==> config.mk <==
export PLATFORM = sky130hd
export DESIGN_NAME = spi_reg_bank
export DESIGN_NICKNAME = d
export VERILOG_FILES = /design/src/rtl/spi_reg_bank.sv
export SDC_FILE = /design/constraint.sdc
export NUM_CORES = 2
export LEC_CHECK = 0
export CAP_MARGIN = 20
export CORE_AREA = 4 4 417 419
export DETAILED_ROUTE_END_ITERATION = 6
export DIE_AREA = 0 0 421 423
export GPL_TIMING_DRIVEN = 0
export PLACE_DENSITY_LB_ADDON = 0.12
export SLEW_MARGIN = 20
export SYNTH_ARGS = -nofsm -noshare
export SYNTH_HDL_FRONTEND = slang
export SYNTH_SLANG_ARGS = --single-unit
==> constraint.sdc <==
create_clock -name clk -period 2.4 [get_ports clk]
set_clock_uncertainty 0.2 [all_clocks]
set_input_delay 0.48 -clock clk [delete_from_list [all_inputs] [get_ports clk]]
set_output_delay 0.48 -clock clk [all_outputs]
set_load 0.05 [all_outputs]
==> src/rtl/spi_reg_bank.sv <==
// spi_reg_bank: SPI mode-0 slave front end for a 64 x 16-bit configuration
// register bank. All SPI pins are oversampled in the clk domain. Write frames
// update the bank. Read frames drive index into an external mux, capture
// rd_data and shift it back out on miso, MSB first.
module spi_reg_bank #(
  parameter int SYNC_STAGES = 2
) (
  input  logic             clk,
  input  logic             rst_n,
  input  logic             sclk,
  input  logic             cs_n,
  input  logic             mosi,
  output logic             miso,
  output logic             miso_oe,
  output logic [63:0][15:0] regs,
  output logic [5:0]       index,
  input  logic [15:0]      rd_data,
  output logic             wr_strobe,
  output logic [5:0]       wr_addr,
  output logic             frame_err
);

  typedef enum logic [2:0] {IDLE, CMD, WDATA, RDATA, FLUSH} state_t;

  state_t state, next_state;

  logic [SYNC_STAGES-1:0] sclk_sync, cs_sync, mosi_sync;
  logic                   sclk_prev, cs_prev;
  logic                   sclk_s, cs_s, mosi_s;
  logic                   sclk_rise, sclk_fall, cs_fall, cs_rise;
  logic [SYNC_STAGES:0]   fill;
  logic                   armed;

  logic [3:0]  bit_cnt;
  logic [14:0] shift_in;
  logic [5:0]  cur_addr;
  logic [15:0] rd_shift;
  logic        rd_cap;
  logic        miso_q;

  logic        cmd_done, do_write, abort;
  logic        cmd_wr;
  logic [5:0]  cmd_addr;
  logic [15:0] data_word;

  assign sclk_s    = sclk_sync[SYNC_STAGES-1];
  assign cs_s      = cs_sync[SYNC_STAGES-1];
  assign mosi_s    = mosi_sync[SYNC_STAGES-1];
  assign sclk_rise = sclk_s & ~sclk_prev;
  assign sclk_fall = ~sclk_s & sclk_prev;
  assign cs_fall   = ~cs_s & cs_prev;
  assign cs_rise   = cs_s & ~cs_prev;

  // On the 8th command bit the current mosi sample is address bit 0; the seven
  // earlier bits sit in shift_in[6:0] as W, reserved, addr[5:1].
  assign cmd_wr    = shift_in[6];
  assign cmd_addr  = {shift_in[4:0], mosi_s};
  assign data_word = {shift_in, mosi_s};

  assign miso_oe = (state == RDATA);
  assign miso    = miso_oe & miso_q;

  // Synchronise SPI pins and keep one extra sample for edge detection.
  always_ff @(posedge clk) begin
    if (!rst_n) begin
      sclk_sync <= '0;
      cs_sync   <= '1;
      mosi_sync <= '0;
      sclk_prev <= 1'b0;
      cs_prev   <= 1'b1;
    end else begin
      // NOTE: sequential state uses non-blocking assignments so every flop
      // samples the pre-edge value of its neighbour; blocking here would
      // collapse the synchroniser chain into a single stage.
      sclk_sync <= {sclk_sync[SYNC_STAGES-2:0], sclk};
      cs_sync   <= {cs_sync[SYNC_STAGES-2:0], cs_n};
      mosi_sync <= {mosi_sync[SYNC_STAGES-1-1:0], mosi};
      sclk_prev <= sclk_s;
      cs_prev   <= cs_s;
    end
  end

  // Arm frame detection only after a genuine idle-high cs_n has been seen, so a
  // frame already running when reset is released is never joined.
  always_ff @(posedge clk) begin
    if (!rst_n) begin
      fill  <= '0;
      armed <= 1'b0;
    end else begin
      fill  <= {fill[SYNC_STAGES-1:0], 1'b1};
      armed <= armed | (fill[SYNC_STAGES] & cs_s);
    end
  end

  // FSM state register.
  always_ff @(posedge clk) begin
    if (!rst_n) state <= IDLE;
    else        state <= next_state;
  end

  // FSM next-state and per-cycle control decodes.
  always_comb begin
    // NOTE: every output of this block gets a default first, so no path can
    // leave a value unassigned and infer a latch.
    next_state = state;
    cmd_done   = 1'b0;
    do_write   = 1'b0;
    abort      = 1'b0;
    case (state)
      IDLE: begin
        if (cs_fall && armed) next_state = CMD;
      end
      CMD: begin
        if (cs_rise) begin
          abort      = 1'b1;
          next_state = IDLE;
        end else if (sclk_rise && bit_cnt == 4'd7) begin
          cmd_done   = 1'b1;
          next_state = cmd_wr ? WDATA : RDATA;
        end
      end
      WDATA: begin
        if (cs_rise) begin
          abort      = 1'b1;
          next_state = IDLE;
        end else if (sclk_rise && bit_cnt == 4'd15) begin
          do_write   = 1'b1;
          next_state = FLUSH;
        end
      end
      RDATA: begin
        if (cs_rise) begin
          abort      = 1'b1;
          next_state = IDLE;
        end else if (sclk_rise && bit_cnt == 4'd15) begin
          next_state = FLUSH;
        end
      end
      FLUSH: begin
        if (cs_rise) next_state = IDLE;
      end
      default: next_state = IDLE;
    endcase
  end

  // Datapath: bit counting, shifting, register writes and read-back shifting.
  always_ff @(posedge clk) begin
    if (!rst_n) begin
      // NOTE: the register bank is reset on purpose: downstream logic reads
      // regs directly and must see all-zero configuration after reset.
      regs      <= '0;
      index     <= '0;
      wr_addr   <= '0;
      wr_strobe <= 1'b0;
      frame_err <= 1'b0;
      bit_cnt   <= '0;
      shift_in  <= '0;
      cur_addr  <= '0;
      rd_shift  <= '0;
      rd_cap    <= 1'b0;
      miso_q    <= 1'b0;
    end else begin
      wr_strobe <= do_write;
      frame_err <= abort;
      rd_cap    <= 1'b0;

      if (next_state != state)
        bit_cnt <= '0;
      else if (sclk_rise && (state == CMD || state == WDATA || state == RDATA))
        bit_cnt <= bit_cnt + 4'd1;

      if (sclk_rise && (state == CMD || state == WDATA))
        shift_in <= {shift_in[13:0], mosi_s};

      if (cmd_done) begin
        cur_addr <= cmd_addr;
        if (!cmd_wr) begin
          index  <= cmd_addr;
          rd_cap <= 1'b1;
          miso_q <= 1'b0;
        end
      end

      // rd_data from the external mux settles one clk after index changes.
      if (rd_cap) begin
        rd_shift <= rd_data;
      end else if (state == RDATA && sclk_fall) begin
        miso_q   <= rd_shift[15];
        rd_shift <= {rd_shift[14:0], 1'b0};
      end

      if (do_write) begin
        regs[cur_addr] <= data_word;
        wr_addr        <= cur_addr;
      end
    end
  end

endmodule

==> metrics.json <==
{
  "run_status": "complete, but fails checks",
  "violations_in_the_final_reports": "negative setup slack",
  "layout_setup_ws_ns": -0.05681,
  "setup-violations-final": 2,
  "cts_buffers": 136,
  "area.growth.synth_to_final_pct": 50.68,
  "placedCellCount": 7256,
  "achievable-frequency_mhz": 407.0,
  "synthAdderAreaFrac": 0.0003035,
  "synthesis.yosys.warnings": 0,
  "average_wire_per_cell_in_the_routed_design_um": 26.84,
  "ys_ff_latch": 1096,
  "proportion_of_synthesized_flip_flops_having_asynchronous_set_or_reset": 0,
  "count_of_maximum_capacitance_violations": 0,
  "synthMuxAreaShare": 0.2319,
  "synth_top_family_by_area": "multiplexers",
  "worst_skew_pair.late_latency_ns": 0.77,
  "r2r_slack_ns": 0.03,
  "chip_width_um": 421,
  "grt_pass1_vias": 34270,
  "design.portCount": 1061,
  "post_synth_instance_area_um2": 41230,
  "tightestPinTransition_ns": 1.068,
  "critical_path.reg2reg.endpoint": "regs[781]$_SDFFE_PN0P_",
  "post_synth_net_total": 3984,
  "synth-edff-count": 0,
  "wl_um": 205900,
  "launch_instance_of_the_worst_min_delay_path": "rd_data[0]",
  "finalHoldViolCount": 0,
  "route.detailed.drc": 0,
  "grt_first_pass_wirelength_um": 282500,
  "die_h_um": 423,
  "critical_path.max_fanout": 5,
  "r2r_cells": 9,
  "post_synth_xor_area_fraction": 0.0008497,
  "grt_max_degree": 17,
  "hold_path_end": "rd_shift[0]$_SDFFE_PN0P_",
  "grt_setup_unrepaired": "true",
  "first_iter_violations": 1744,
  "detailed_place_hpwl_um": 149400,
  "power_density_nw_per_um2": 638.1,
  "hold_slack_ns": 0.07273,
  "placeableCoreArea_um2": 170600,
  "criticalPathCategory": "register to output port",
  "post_drt_via_cell_ratio": 4.466,
  "synth_compound_area_frac": 0.04167,
  "arrival_ns": 1.78,
  "start_kind": "register",
  "worst_setup_hold_path_clk_slew_ns": 0.06,
  "synth.avg_cell_area_um2": 10.41,
  "slew-limit-headroom": 0.2881,
  "timing.rr.start": "sclk_sync[1]$_SDFF_PN0_",
  "vias": 34260,
  "starting_density_of_the_core": 0.2417,
  "finish.utilization": 0.3642,
  "seq_area_frac_synth": 0.5322,
  "cts_tree": "built",
  "ir_drop_mv": 0.7172,
  "finalWeightedCongestion": 0.7946,
  "longest_clk_path_bufs": 3,
  "timing.final.max_slew_violations": 0,
  "power_leakage_nw": 22.42,
  "synthCells": 3962,
  "cts_root_buf": "sky130_fd_sc_hd__clkbuf_16",
  "htreeDepth": 4,
  "min_delay_path_depth": 3,
  "synth-simple-area-share": 0.1451,
  "fin_cells": 7670,
  "detailedPlace.worstSlack_ns": -1.693,
  "rows": 152,
  "layout.nets": 5351,
  "clock_sinks": 1096,
  "track_usage": 0.2230,
  "overflow_left_after_global_routing": 0,
  "final_layout_size_suffix_gt1_frac": 0.2527,
  "timing.final.crit_period_ns": 2.457,
  "die_area_um2": 178100,
  "port_buffers": 1060,
  "detail_route.first_pass.iterations": 5,
  "postSynth.topFlopCell": "sky130_fd_sc_hd__dfxtp_1",
  "fin_total_pwr_mw": 39.64,
  "post_route_fraction_of_the_period_consumed_by_the_critical_path": 1.024,
  "worstSetupEndpointType": "output port",
  "worstHoldPathType": "input port to register",
  "drtAntennaViolNets": 0,
  "synth_cell_types": 51,
  "required_ns": 1.72,
  "antenna_found_initial": 9
}
placed cells by master (no fill, tap or decap), types with 17 or more instances in the layout:
cell and count:
sky130_fd_sc_hd__a21boi_0 111, sky130_fd_sc_hd__a21oi_1 17, sky130_fd_sc_hd__buf_12 53, sky130_fd_sc_hd__buf_4 127
sky130_fd_sc_hd__buf_6 64, sky130_fd_sc_hd__clkbuf_1 182, sky130_fd_sc_hd__clkbuf_16 143, sky130_fd_sc_hd__clkbuf_2 153
sky130_fd_sc_hd__clkbuf_4 23, sky130_fd_sc_hd__clkbuf_8 35, sky130_fd_sc_hd__clkdlybuf4s15_1 256, sky130_fd_sc_hd__clkdlybuf4s15_2 618
sky130_fd_sc_hd__clkdlybuf4s50_1 20, sky130_fd_sc_hd__dfxtp_1 1079, sky130_fd_sc_hd__dlygate4sd2_1 126, sky130_fd_sc_hd__mux2i_1 955
sky130_fd_sc_hd__nand2_1 944, sky130_fd_sc_hd__nand4_1 114, sky130_fd_sc_hd__nor2b_1 28, sky130_fd_sc_hd__nor3_4 54
sky130_fd_sc_hd__o21ai_0 136
power by group:
group | internal, mW | leakage, nW | switching, mW
clock | 12.5 | 2.22 | 8.39
combinational | 0.131 | 11.4 | 0.437
sequential | 18.2 | 8.83 | 0.00974
timing repair:
item	CTS	global route
endpoints found under the setup margin	2063	943
resized for setup	2725	184
cloned	4	1
endpoints found under the hold margin	1	0
hold buffers	1	0
pin swaps	60	13
buffers inserted	143	28
registers in the layout, indices dropped and copies added (netlist names), 2 cells and up:
name       count
fill           3
regs        1024
cs_sync        2
bit_cnt        4
wr_addr        6
state          3
sclk_sync      2
cur_addr       6
mosi_sync      2
index          6
shift_in      15
rd_shift      16
cell families (layout without fill, tap and decap cells):
logic type | count (synthesis) | count (layout)
multiplexers | 955 | 955
adder cells (fa/ha/maj) | 1 | 1
XOR/XNOR | 4 | 4
flip-flops | 1096 | 1096
AND/OR/NAND/NOR | 1244 | 1244
AO/OA/AOI/OAI | 280 | 280
buffers and inverters | 382 | 1853
other | 0 | 4
stage by stage:
step | instance area, µm² | TNS (ns)
after floorplan | 41230 | 0
after global placement | 54630 | -1740.46
after detailed placement | 54690 | -1204.21
after CTS | 61750 | -0.3906
after global routing | 62120 | -0.6174
final | 62120 | -0.08400
critical path: stages (launching register included):
cell and delay (ns):
sky130_fd_sc_hd__dfxtp_2 0.33, sky130_fd_sc_hd__buf_6 0.10, sky130_fd_sc_hd__nor2b_4 0.13, sky130_fd_sc_hd__buf_6 0.12, sky130_fd_sc_hd__and3_4 0.19, sky130_fd_sc_hd__buf_12 0.13
how the worst max path moves through the flow:
stage / startpoint / end / slack (ns) / cells past startpoint
2_1_floorplan: bit_cnt[0]$_SDFFE_PP0P_ / regs[663]$_SDFFE_PN0P_ / 0.17 / 8
3_3_place_gp: rst_n / regs[12]$_SDFFE_PN0P_ / -2.28 / 7
3_5_place_dp: rst_n / regs[934]$_SDFFE_PN0P_ / -1.69 / 8
4_1_cts: state[1]$_SDFF_PN0_ / miso / -0.16 / 5
5_1_grt: state[1]$_SDFF_PN0_ / miso / -0.15 / 5
6_report: state[1]$_SDFF_PN0_ / miso / -0.06 / 5
cell type report:
type                    instances  area (µm²)
fillers                     17190      108500
plain buffers                 370        2281
inverters                       3       11.26
flip-flops and latches       1096       21960
diodes                          4       10.01
clock buffers                 215        4178
clock inverters                27       331.6
repair buffers               1238       13050
multi-input cells            2484       17500
well taps                    2233        2794
Yosys cell counts, types with 13 or more instances:
library cell,n,area [µm²]
sky130_fd_sc_hd__clkbuf_1,278,1044
sky130_fd_sc_hd__nand2_1,955,3585
sky130_fd_sc_hd__o21ai_0,136,680.7
sky130_fd_sc_hd__nor3_4,48,780.8
sky130_fd_sc_hd__a21oi_1,17,85.08
sky130_fd_sc_hd__nand3_1,17,85.08
sky130_fd_sc_hd__mux2i_1,955,9559
sky130_fd_sc_hd__nor2b_1,29,181.4
sky130_fd_sc_hd__dfxtp_1,1096,21940
sky130_fd_sc_hd__buf_4,14,105.1
sky130_fd_sc_hd__and2_1,13,81.33
sky130_fd_sc_hd__nand4_1,114,713.2
sky130_fd_sc_hd__buf_2,21,105.1
sky130_fd_sc_hd__a21boi_0,117,878.3
sky130_fd_sc_hd__buf_6,52,585.6
layer usage:
metal	vias up	part of all wire	track usage
met1	16770	0.40	0.2542
met2	1046	0.49	0.3881
met5	-	0	0
li1	16140	-	-
met3	299	0.062	0.06304
met4	0	0.047	0.09800
No activity file was read; power rests on OpenSTA's default activity.
